--- config.mk ---
export PLATFORM = sky130hd
export DESIGN_NAME = cordic_sincos
export DESIGN_NICKNAME = d
export VERILOG_FILES = /design/src/rtl/cordic_pkg.sv /design/src/rtl/cordic_quad_map.sv /design/src/rtl/cordic_sincos.sv
export SDC_FILE = /design/constraint.sdc
export NUM_CORES = 1
export LEC_CHECK = 0
export CORE_MARGIN = 10
export CORE_UTILIZATION = 63
export DETAILED_ROUTE_END_ITERATION = 12
export PLACE_DENSITY = 0.82
export SETUP_SLACK_MARGIN = 0.02
export SKIP_CTS_REPAIR_TIMING = 1
export SLEW_MARGIN = 20
export SYNTH_ARGS = -nofsm -noshare
export SYNTH_HDL_FRONTEND = slang
export SYNTH_SLANG_ARGS = --single-unit
--- constraint.sdc ---
create_clock -name clk -period 6.9 [get_ports clk]
set_clock_uncertainty 0.05 [all_clocks]
set_input_delay 1.38 -clock clk [delete_from_list [all_inputs] [get_ports clk]]
set_output_delay 1.38 -clock clk [all_outputs]
set_load 0.005 [all_outputs]
--- src/rtl/cordic_pkg.sv ---
// -----------------------------------------------------------------------------
// cordic_pkg
// Shared definitions for the CORDIC sine/cosine unit:
//   - state_t      : controller states
//   - atan_lut     : atan(2^-i) in binary-angle units (full circle = 2^w)
//   - cordic_gain  : round(K * 2^w), K = prod 1/sqrt(1 + 2^-2i)
//   - MIN_WIDTH / MAX_WIDTH : legal WIDTH range
// Both functions use only 64-bit integer arithmetic, so they evaluate as
// elaboration-time constants without any real-number support.
// -----------------------------------------------------------------------------
package cordic_pkg;

  localparam int MIN_WIDTH = 8;
  localparam int MAX_WIDTH = 30;

  // Fractional bits of the fixed-point scratch format used by the functions.
  localparam int FRAC = 56;

  typedef enum logic [1:0] {
    S_IDLE,
    S_RUN,
    S_MAP,
    S_DONE
  } state_t;

  // atan(1/n) as a FRAC-bit fixed-point number, by the Taylor series.
  // Only called with n >= 2, where the series converges quickly.
  function automatic longint atan_inv(input longint n);
    longint p;
    longint n2;
    longint sum;
    sum = 0;
    n2  = n * n;
    p   = (longint'(1) <<< FRAC) / n;
    for (int k = 0; k < 64 && p != 0; k++) begin
      if (k % 2 == 0) sum = sum + p / (2 * k + 1);
      else            sum = sum - p / (2 * k + 1);
      p = p / n2;
    end
    return sum;
  endfunction

  // atan(2^-i) in binary-angle units where 2^w is a full turn.
  // Scaled against pi/4 (Machin's formula), which is exactly 2^(w-3).
  function automatic longint atan_lut(input int i, input int w);
    longint pi4;
    longint den;
    longint res;
    if (i == 0) begin
      res = longint'(1) <<< (w - 3);
    end else begin
      pi4 = 4 * atan_inv(5) - atan_inv(239);
      den = pi4 >>> (w - 3);
      res = (atan_inv(longint'(1) <<< i) + den / 2) / den;
    end
    return res;
  endfunction

  // round(K * 2^w) for an iter-stage CORDIC.
  function automatic longint cordic_gain(input int iter, input int w);
    longint k2;
    longint u;
    longint r;
    longint trial;
    // K^2 = prod 1/(1 + 4^-i); each factor is 1 - 1/(4^i + 1).
    k2 = longint'(1) <<< FRAC;
    for (int i = 0; i < iter; i++) begin
      k2 = k2 - k2 / ((longint'(1) <<< (2 * i)) + 1);
    end
    // u = K^2 * 2^(2w+2), so floor(sqrt(u)) = floor(2 * K * 2^w).
    if (2 * w + 2 >= FRAC) u = k2 <<< (2 * w + 2 - FRAC);
    else                   u = k2 >>> (FRAC - 2 * w - 2);
    r = 0;
    for (int b = 30; b >= 0; b--) begin
      trial = r | (longint'(1) <<< b);
      if (trial * trial <= u) r = trial;
    end
    return (r + 1) >>> 1;
  endfunction

endpackage

--- src/rtl/cordic_quad_map.sv ---
// -----------------------------------------------------------------------------
// cordic_quad_map
// Combinational back end of the CORDIC unit: drops the two guard bits with
// round-half-up, rotates the first-quadrant result into quadrant q and clamps
// to +/-1.0 (1.0 = 2^(WIDTH-2)).
//   q    in  2        quadrant of the original angle
//   x    in  WIDTH+2  final CORDIC x (cosine of residual, 1.0 = 2^WIDTH)
//   y    in  WIDTH+2  final CORDIC y (sine of residual)
//   sin  out WIDTH    mapped, clamped sine
//   cos  out WIDTH    mapped, clamped cosine
// -----------------------------------------------------------------------------
module cordic_quad_map #(
  parameter int WIDTH = 16
) (
  input  logic        [1:0]       q,
  input  logic signed [WIDTH+1:0] x,
  input  logic signed [WIDTH+1:0] y,
  output logic signed [WIDTH-1:0] sin,
  output logic signed [WIDTH-1:0] cos
);

  localparam int ZW  = WIDTH + 2;
  localparam int LIM = 1 << (WIDTH - 2);

  logic signed [ZW-1:0] s;
  logic signed [ZW-1:0] c;
  logic signed [ZW-1:0] sin_w;
  logic signed [ZW-1:0] cos_w;

  // Add half an output LSB before discarding the two guard bits.
  assign s = (y + ZW'(2)) >>> 2;
  assign c = (x + ZW'(2)) >>> 2;

  always_comb begin
    sin_w = s;
    cos_w = c;
    case (q)
      2'd0:    begin sin_w = s;  cos_w = c;  end
      2'd1:    begin sin_w = c;  cos_w = -s; end
      2'd2:    begin sin_w = -s; cos_w = -c; end
      default: begin sin_w = -c; cos_w = s;  end
    endcase
  end

  function automatic logic signed [WIDTH-1:0] clamp(input logic signed [ZW-1:0] v);
    if (v > ZW'(LIM))       clamp = WIDTH'(LIM);
    else if (v < ZW'(-LIM)) clamp = WIDTH'(-LIM);
    else                    clamp = WIDTH'(v);
  endfunction

  assign sin = clamp(sin_w);
  assign cos = clamp(cos_w);

endmodule

--- src/rtl/cordic_sincos.sv ---
// -----------------------------------------------------------------------------
// cordic_sincos
// Iterative rotation-mode CORDIC producing sine and cosine of a binary angle.
// One micro-rotation per cycle; a result every ITER+2 cycles.
//   clk            in   system clock, rising edge
//   n_rst          in   asynchronous active-low reset
//   start          in   request, accepted only in IDLE or DONE
//   angle          in   WIDTH  unsigned binary angle, 2^WIDTH = full turn
//   busy           out  high while iterating (RUN) and mapping (MAP)
//   done           out  one-cycle pulse; results valid from this cycle
//   sine_result    out  WIDTH  signed, 1.0 = 2^(WIDTH-2), held until next MAP
//   cosine_result  out  WIDTH  signed, same scaling
// -----------------------------------------------------------------------------
module cordic_sincos
  import cordic_pkg::*;
#(
  parameter int WIDTH = 16,
  parameter int ITER  = 16
) (
  input  logic                    clk,
  input  logic                    n_rst,
  input  logic                    start,
  input  logic        [WIDTH-1:0] angle,
  output logic                    busy,
  output logic                    done,
  output logic signed [WIDTH-1:0] sine_result,
  output logic signed [WIDTH-1:0] cosine_result
);

  localparam int     ZW   = WIDTH + 2;
  localparam int     IW   = $clog2(ITER);
  localparam longint GAIN = cordic_gain(ITER, WIDTH);

  if (ITER > WIDTH || ITER < 4 || WIDTH < MIN_WIDTH || WIDTH > MAX_WIDTH) begin : g_param_check
    $error("cordic_sincos: need 4 <= ITER <= WIDTH and MIN_WIDTH <= WIDTH <= MAX_WIDTH");
  end

  // NOTE: the angle table is a set of elaboration-time constants, not a RAM,
  // so it has no storage to reset.
  logic signed [ZW-1:0] atan_tab [ITER];
  for (genvar g = 0; g < ITER; g++) begin : g_atan
    localparam longint ATAN_G = atan_lut(g, WIDTH);
    assign atan_tab[g] = ZW'(ATAN_G);
  end

  state_t               state;
  state_t               state_next;
  logic signed [ZW-1:0] x;
  logic signed [ZW-1:0] y;
  logic signed [ZW-1:0] z;
  logic        [IW-1:0] i;
  logic        [1:0]    q;
  logic signed [ZW-1:0] x_shift;
  logic signed [ZW-1:0] y_shift;
  logic signed [ZW-1:0] atan_i;
  logic                 load;
  logic                 last_iter;
  logic signed [WIDTH-1:0] map_sin;
  logic signed [WIDTH-1:0] map_cos;

  assign load      = start && (state == S_IDLE || state == S_DONE);
  assign last_iter = (i == IW'(ITER - 1));
  assign busy      = (state == S_RUN) || (state == S_MAP);
  assign done      = (state == S_DONE);

  // ---------------------------------------------------------------- control
  // NOTE: clocked blocks use non-blocking assignments so every register
  // sees the pre-edge value of every other register.
  always_ff @(posedge clk or negedge n_rst) begin
    if (!n_rst) state <= S_IDLE;
    else        state <= state_next;
  end

  // NOTE: state_next gets its default first, so no branch can leave it
  // unassigned and infer a latch.
  always_comb begin
    state_next = state;
    case (state)
      S_IDLE:  if (start) state_next = S_RUN;
      S_RUN:   if (last_iter) state_next = S_MAP;
      S_MAP:   state_next = S_DONE;
      S_DONE:  state_next = start ? S_RUN : S_IDLE;
      default: state_next = S_IDLE;
    endcase
  end

  // --------------------------------------------------------------- datapath
  // x and y are signed, so >>> replicates the sign bit.
  assign x_shift = x >>> i;
  assign y_shift = y >>> i;
  assign atan_i  = atan_tab[i];

  always_ff @(posedge clk or negedge n_rst) begin
    if (!n_rst) begin
      x <= '0;
      y <= '0;
      z <= '0;
      i <= '0;
      q <= '0;
    end else if (load) begin
      // Pre-scaling x by K cancels the CORDIC gain, so |(x, y)| ends at 2^WIDTH.
      x <= ZW'(GAIN);
      y <= '0;
      z <= ZW'(angle[WIDTH-3:0]);
      i <= '0;
      q <= angle[WIDTH-1 -: 2];
    end else if (state == S_RUN) begin
      // Rotate toward z = 0: positive residual turns counter-clockwise.
      if (!z[ZW-1]) begin
        x <= x - y_shift;
        y <= y + x_shift;
        z <= z - atan_i;
      end else begin
        x <= x + y_shift;
        y <= y - x_shift;
        z <= z + atan_i;
      end
      i <= i + IW'(1);
    end
  end

  cordic_quad_map #(
    .WIDTH (WIDTH)
  ) u_quad_map (
    .q   (q),
    .x   (x),
    .y   (y),
    .sin (map_sin),
    .cos (map_cos)
  );

  // Results change only in MAP; a new start leaves the previous pair visible.
  always_ff @(posedge clk or negedge n_rst) begin
    if (!n_rst) begin
      sine_result   <= '0;
      cosine_result <= '0;
    end else if (state == S_MAP) begin
      sine_result   <= map_sin;
      cosine_result <= map_cos;
    end
  end

endmodule
==> out/results.ini, run 1 <==
[status]
status = finished clean

[worst_setup_path]
cp_max_fo = 50
endpoint_kind = flip-flop
arrival_ns = 6.08
path_cells = mux4_1 > mux2_2 > o21ai_0 > ha_1 > nand3_1 > nor4_1 > nor2_1 > xor2_1 > ha_1 > a21o_1 > a21o_1 > a21o_1 > or3_1 > o211a_1 > a311oi_1 > o31ai_1 > mux2i_1 > mux2i_1
crit_family = compound AO/OA/AOI/OAI gates
critical_path_class = flip-flop to flip-flop
start_kind = flip-flop
crit_buf_inv = 0
r2r_cells = 18
cpMaxStageDelayCell = dfrtp_2
cp_data_required_time_ns = 7.14
worstSetupPathDepth = 18
crit_top_cell = a21o_1
slowest_delay_ns = 0.99

[clock_network]
clk_pin_slew_ns = 0.08
root_buffer = clkbuf_16
cts_sinks = 94
insertion_delay_ns = 0.36
clockBufferDepth = 2
cts_tree = yes
cts-buffers-inserted = 9
cts_max_level = 3

[floorplanning]
dieArea_um2 = 25400
die_h_um = 159
initial_core_util_pct = 64.7
io_pins = 53
die_w_um = 159
coreArea_um2 = 18900
rows = 50

[global_route]
grt_max_degree = 77
antenna_found_initial = 0
gr-total-overflow = 0
grt_pass1_wl_um = 57800
grt_usage_pct = 27.1
grt_pass1_vias = 10900

[timing]
setup_violations = 0
rsz0062_at_grt = false
worstMarginPinSlew_ns = 1.12
drv_slew = 0
final.min_clock_period_ns = 5.83
setup_tns_ns = 0
period_share_pct = 84.5
fmax_ghz = 0.171
slew_headroom_pct = 25.5
finalHoldViolCount = 0

[logic_synthesis]
synth_cells = 1529
syn_avg_cell_area_um2 = 7.99
synth_ff_type = dfrtp_1
netlist-cell-type-count = 86
synth_edf_count = 0
ys_warn_count = 0
ys_async_sr_fraction_pct = 100
synth-seq-cells = 94
syn-num-nets = 1621
synth-seq-area-share_pct = 19.2
syn-cell-area_um2 = 12200

[cells_and_area]
layout_commonest_cell = nor2_1
antennaDiodeCount = 0
drive_above_1_share_pct = 6.60
multi_input_area_um2 = 9170
final_nets = 1586
fillers = 1603
design_area_um2 = 13000
final-seq-area_um2 = 2360
final_cell_mix = nor2_1 (149), nand2_1 (136), a21oi_1 (111)
area_delta_synth_final_pct = 6.38

[placed_design]
gp_congestion = 0.951
io_buffers = 52
place_hpwl_um = 25900
dpl-instance-area_um2 = 12700

[route]
drtIter0Drc = 1455
wire_per_inst_um = 20.5
drtAntennaViolNets = 0
first_pass_iters = 6
route.vias.total = 12200
vias_per_cell = 6.93
drc = 0
wl_um = 36100

[hold_path]
hp-class = flip-flop to flip-flop
hold_depth = 1

[job]
cap_violations = 0

-- through the flow --
stage / std cells / hold WS, ns / worst slack, ns / util (%)
finish: 1759 / 0.435 / 1.07 / 68.8
global route: 1759 / 0.457 / 0.614 / 68.8
CTS: 1759 / 0.442 / 1.10 / 68.8
detailed placement: 1743 / 0.422 / 1.12 / 67.2
global placement: 1743 / 0.412 / 1.30 / 67.2
floorplan: 1529 / 0.428 / 2.01 / -
-- synth_stat cells, types with 14 or more instances --
cell,n,area share [%]
a211oi_1,33,2.0
a21o_1,18,1.1
a21oi_1,111,4.5
a31oi_1,23,1.2
and2_1,16,0.82
and3_1,14,0.72
buf_1,19,0.58
buf_2,23,0.94
clkbuf_1,63,1.9
dfrtp_1,94,19
ha_1,70,7.2
inv_1,49,1.5
mux2i_1,51,4.2
mux4_1,17,3.7
mux4_2,24,4.4
nand2_1,136,4.2
nand2b_1,14,0.72
nand3_1,51,2.1
nand4_1,25,1.3
nor2_1,150,4.6
nor3_1,41,1.7
o21a_1,17,1.0
o21ai_0,87,3.6
o2bb2ai_1,26,1.9
o31ai_1,15,0.92
or3_1,14,0.72
xnor2_1,70,5.0
xor2_1,47,3.4
-- per-layer routing --
layer | part of all wire [%] | wire length [µm] | vias up | global-route usage, %
li1 | - | - | 5615 | -
met1 | 44 | 15800 | 5811 | 39.2
met2 | 42 | 15300 | 690 | 39.1
met3 | 11 | 4120 | 74 | 6.48
met4 | 2.5 | 903 | 0 | 7.75
met5 | 0 | 0 | - | 0
-- final timing paths --
kind / startpoint / to / slack, ns
worst max register to register: i[1] / y[17] / 1.07
min in group asynchronous: n_rst / z[3] / 0.92
max in group asynchronous: n_rst / q[0] / 4.64
worst max-delay path: i[1] / y[17] / 1.07
worst min-delay path: cosine_result[15] / cosine_result[15] / 0.43
worst min register to register: cosine_result[15] / cosine_result[15] / 0.43
-- area by class of cell --
class                      count  share of cell area, %
multi-input combinational   1266                   70.5
tap                          260                   2.50
clock buffer                  10                   1.84
clock inverter                 6                  0.529
inverter                      54                   1.56
timing repair buffer          69                   4.96
sequential                    94                   18.1
-- state kept, by name, indices dropped and copies added (netlist names) --
| signal | flops |
|---|---|
| cosine_result | 16 |
| i | 4 |
| q | 2 |
| sine_result | 16 |
| state | 2 |
| x | 18 |
| y | 18 |
| z | 18 |
-- worst register-to-register path: cells and delay by family (launching register included) --
| kind | cells | cell delay (ns) |
|---|---|---|
| AO/OA/AOI/OAI | 7 | 1.65 |
| XOR/XNOR | 1 | 0.16 |
| adder cells (fa/ha/maj) | 2 | 0.63 |
| flip-flops | 1 | 0.99 |
| multiplexers | 4 | 1.34 |
| AND/OR/NAND/NOR | 4 | 0.95 |
-- kinds of logic after synthesis --
| group | share of synthesized area [%] |
|---|---|
| simple gates | 21.0 |
| xor+xnor | 8.38 |
| flops | 19.2 |
| buf+inv | 5.91 |
| fa+ha+maj | 7.66 |
| mux | 13.4 |
| compound gates | 24.3 |
Power of run 1 is left out: the tool's default activity adds up to more than one toggle a clock period on the data nets, which glitch-free logic cannot reach.
==> run 2, diff against run 1 <==
clock period = 5.9 ns   (was 6.9 ns; I/O delays follow)
==> out/results.ini, run 2 (same netlist as run 1, synthesis figures left out) <==
[status]
status = finished clean

[floorplanning]
dieArea_um2 = 25400  ; unchanged
die_w_um = 159  ; unchanged
io_pins = 53  ; unchanged
coreArea_um2 = 18900  ; unchanged
rows = 50  ; unchanged
initial_core_util_pct = 64.7  ; unchanged
die_h_um = 159  ; unchanged

[cells_and_area]
layout_commonest_cell = nor2_1
top_regs = x x18, y x18, z x18
final_cell_mix = nor2_1 (148), nand2_1 (136), a21oi_1 (111)
fin_util_pct = 70.2  ; +1.3 points
area_delta_synth_final_pct = 8.42
antennaDiodeCount = 0  ; unchanged
fillers = 1537  ; -4.1%
drive_above_1_share_pct = 8.27  ; +1.7 points
fin_cells = 1784  ; +1.4%
final_nets = 1611  ; +1.6%

[timing]
setup_violations = 0  ; unchanged
holdWs_ns = 0.430  ; -0.00474 ns
slew_headroom_pct = 26.3  ; +0.79 points
fmax_ghz = 0.183  ; +6.5%
period_share_pct = 92.8  ; +8.3 points
finalHoldViolCount = 0  ; unchanged
final.min_clock_period_ns = 5.48  ; -0.355 ns
setup_tns_ns = 0  ; unchanged
drv_slew = 0  ; unchanged
worstMarginPinSlew_ns = 1.10  ; -0.0220 ns
rsz0062_at_grt = false

[route]
drtIter0Drc = 1600  ; +10%
wire_per_inst_um = 20.8  ; +1.5%
drtAntennaViolNets = 0  ; unchanged
route.vias.total = 12300  ; +0.69%
drc = 0  ; unchanged
vias_per_cell = 6.88  ; -0.72%
first_pass_iters = 6  ; unchanged
wl_um = 37200  ; +2.9%

[job]
cap_violations = 0  ; unchanged

[worst_setup_path]
path_cells = mux4_1 > mux2_2 > o21ai_0 > ha_1 > nand3_1 > nor4_1 > nor2_1 > xor2_1 > ha_1 > a21o_1 > a21o_1 > a21o_1 > or3_1 > o211a_1 > a311oi_1 > o31ai_1 > mux2i_1 > mux2i_1
rrSetupSlack_ns = 0.42  ; -0.64 ns
start_kind = flip-flop
cpMaxStageDelayCell = dfrtp_2
cp_data_required_time_ns = 6.14  ; -1.00 ns
slowest_delay_ns = 0.63  ; -0.36 ns
critical_path_class = flip-flop to flip-flop
r2r_cells = 18  ; unchanged
endpoint_kind = flip-flop
crit_family = compound AO/OA/AOI/OAI gates
crit_buf_inv = 0  ; unchanged
cp_max_fo = 22  ; -56%
worstSetupPathDepth = 18  ; unchanged
crit_top_cell = a21o_1
arrival_ns = 5.72  ; -0.36 ns

[global_route]
antenna_found_initial = 0  ; unchanged
grt_pass1_vias = 11400  ; +4.0%
gr-total-overflow = 0  ; unchanged
grt_max_degree = 59  ; -23%
grt_pass1_wl_um = 61000  ; +5.5%
grt_usage_pct = 28.4  ; +1.3 points

[clock_network]
cts_sinks = 94  ; unchanged
cts-buffers-inserted = 9  ; unchanged
clockBufferDepth = 2  ; unchanged
cts_max_level = 3  ; unchanged
root_buffer = clkbuf_16
insertion_delay_ns = 0.37  ; about the same
clk_pin_slew_ns = 0.07  ; about the same
cts_tree = yes

[placed_design]
place_hpwl_um = 26900  ; +3.8%
io_buffers = 52  ; unchanged
placedCellCount = 1768  ; +1.4%
gp_congestion = 0.958  ; +0.66%

[hold_path]
hold_depth = 1  ; unchanged
hp-class = flip-flop to flip-flop

## run 2: cell count changes in the layout (fill, tap and decap cells not counted), sizes merged
cell,previous run,this run
buf,18,43
bufinv,1,4
clkbuf,10,9
clkinv,4,3
inv,54,53
## run 2: per-layer routing
| layer | GRT usage [%] | up-vias | part of all wire, % |
|---|---|---|---|
| li1 | - | 5675 | - |
| met1 | 39.7 | 5782 | 41 |
| met2 | 42.1 | 738 | 43 |
| met3 | 7.41 | 79 | 13 |
| met4 | 8.17 | 0 | 2.4 |
| met5 | 0 | - | 0 |
## run 2: stage by stage
stage               worst slack (ns)  instance area, µm²
finish                         0.424               13300
floorplan                       1.01               12200
CTS                            0.263               13200
global route                  0.0349               13300
detailed placement             0.314               12900
global placement               0.542               12900
## run 2: layout make-up
cell class	count	area, µm²	share of cell area (%)
Multi-Input combinational cell	1266	9170	69.1
Sequential cell	94	2360	17.8
Timing Repair Buffer	94	833	6.29
Tap cell	260	325	2.45
Clock buffer	9	225	1.70
Inverter	54	203	1.53
Clock inverter	7	145	1.10
## run 2: final timing paths
path	start	to
worst max register to register	i[1]	y[17]
max in group asynchronous	n_rst	i[0]
worst min-delay path	cosine_result[15]	cosine_result[15]
min in group asynchronous	n_rst	z[1]
worst max-delay path	i[1]	y[17]
worst min register to register	cosine_result[15]	cosine_result[15]
Power of run 2 is left out for the same reason.
==> run 3, diff against run 2 <==
clock period = 5.3 ns   (was 5.9 ns; I/O delays follow)
==> out/results.ini, run 3 (same netlist as run 1, synthesis figures left out) <==
[status]
status = finished clean

[cells_and_area]
area_delta_synth_final_pct = 10.6
drive_above_1_share_pct = 10.5  ; +2.3 points
fin_util_pct = 71.6  ; +1.4 points
fillers = 1535  ; -0.13%
final_cell_mix = nor2_1 (149), nand2_1 (136), a21oi_1 (111)
fin_cells = 1818  ; +1.9%
top_regs = x x18, y x18, z x18
layout_commonest_cell = nor2_1
final_nets = 1645  ; +2.1%
antennaDiodeCount = 0  ; unchanged

[placed_design]
gp_congestion = 0.997  ; +4.1%
post-place-ws_ns = 0.0779  ; -0.236 ns
place_hpwl_um = 27500  ; +2.3%
io_buffers = 52  ; unchanged
placedCellCount = 1793  ; +1.4%

[worst_setup_path]
arrival_ns = 5.29  ; -0.43 ns
crit_top_cell = nor2_1
rrSetupSlack_ns = 0.24  ; -0.18 ns
path_cells = clkbuf_2 > buf_4 > mux4_1 > mux4_2 > nor2_1 > and4_1 > and4bb_2 > buf_4 > nand2_1 > nor2_1 > nor2_1 > xor2_1 > ha_1 > o21a_1 > a21boi_0 > a311oi_2 > or4_1 > mux2i_1 > mux2i_1
cp_max_fo = 5  ; -77%
cp_data_required_time_ns = 5.53  ; -0.61 ns
endpoint_kind = flip-flop
start_kind = flip-flop
slowest_delay_ns = 0.59  ; -0.04 ns
cpMaxStageDelayCell = mux4_1
critical_path_class = flip-flop to flip-flop
crit_family = multiplexers
crit_buf_inv = 3  ; +3

[global_route]
grt_pass1_wl_um = 60400  ; -1.0%
antenna_found_initial = 0  ; unchanged
grt_max_degree = 77  ; +31%
grt_usage_pct = 28.4  ; about the same
gr-total-overflow = 0  ; unchanged
grt_pass1_vias = 11300  ; -1.0%

[floorplanning]
coreArea_um2 = 18900  ; unchanged
initial_core_util_pct = 64.7  ; unchanged
rows = 50  ; unchanged
die_h_um = 159  ; unchanged
dieArea_um2 = 25400  ; unchanged
io_pins = 53  ; unchanged
die_w_um = 159  ; unchanged

[clock_network]
root_buffer = clkbuf_16
clockBufferDepth = 2  ; unchanged
clk_pin_slew_ns = 0.08  ; about the same
cts_sinks = 94  ; unchanged
cts-buffers-inserted = 9  ; unchanged
insertion_delay_ns = 0.36  ; about the same
cts_max_level = 3  ; unchanged
cts_tree = yes

[job]
cap_violations = 0  ; unchanged

[timing]
final.min_clock_period_ns = 5.06  ; -0.420 ns
setup_violations = 0  ; unchanged
period_share_pct = 95.4  ; +2.6 points
slew_headroom_pct = 28.5  ; +2.3 points
drv_slew = 0  ; unchanged
worstMarginPinSlew_ns = 1.07  ; -0.0238 ns
finalHoldViolCount = 0  ; unchanged
fmax_ghz = 0.198  ; +8.3%
setup_tns_ns = 0  ; unchanged
setup_ws_ns = 0.244  ; -0.180 ns

[route]
drtIter0Drc = 1715  ; +7.2%
drc = 0  ; unchanged
first_pass_iters = 7  ; +1
wl_um = 37500  ; +0.91%
route.vias.total = 12400  ; +0.68%
wire_per_inst_um = 20.6  ; -0.97%
drtAntennaViolNets = 0  ; unchanged
vias_per_cell = 6.80  ; -1.2%

[hold_path]
hp-class = flip-flop to flip-flop

[run 3: cell count changes in the layout (fill, tap and decap cells not counted), sizes merged]
cell and delta:
clkbuf +3, buf +33, clkinv +1, bufinv -3
[run 3: final timing paths]
kind | cells after the start | startpoint | end
worst min register to register | 1 | cosine_result[15] | cosine_result[15]
worst max-delay path | 19 | i[1] | y[17]
worst max register to register | 19 | i[1] | y[17]
min in group asynchronous | 1 | n_rst | z[4]
worst min-delay path | 1 | cosine_result[15] | cosine_result[15]
max in group asynchronous | 2 | n_rst | i[3]
[run 3: metrics by stage]
stage | hold slack [ns] | cell area (µm²)
after floorplan | 0.428 | 12200
after global placement | 0.414 | 13100
after detailed placement | 0.426 | 13100
after CTS | 0.443 | 13400
after global routing | 0.458 | 13500
final | 0.437 | 13500
[run 3: worst reg2reg max path, cell delays in order (launching register included)]
cell and delay, ns:
dfrtp_2 0.42, clkbuf_2 0.19, buf_4 0.13, mux4_1 0.59
mux4_2 0.52, nor2_1 0.16, and4_1 0.25, and4bb_2 0.28
buf_4 0.14, nand2_1 0.05, nor2_1 0.08, nor2_1 0.05
xor2_1 0.18, ha_1 0.34, o21a_1 0.20, a21boi_0 0.37
a311oi_2 0.10, or4_1 0.52, mux2i_1 0.17, mux2i_1 0.21
[run 3: metal layers]
layer	global-route usage [%]	routed length (µm)
met3	6.97	4300
met2	40.9	15800
met1	41.0	16400
met4	8.42	1000
met5	0	0
[run 3: final cells by class]
class | count | area (µm²) | area share, %
Multi-Input combinational cell | 1266 | 9200 | 68.1
Sequential cell | 94 | 2360 | 17.5
Timing Repair Buffer | 128 | 1130 | 8.34
Tap cell | 260 | 325 | 2.41
Clock buffer | 11 | 243 | 1.80
Inverter | 54 | 206 | 1.53
Clock inverter | 5 | 57.6 | 0.426
Power of run 3 is left out for the same reason.
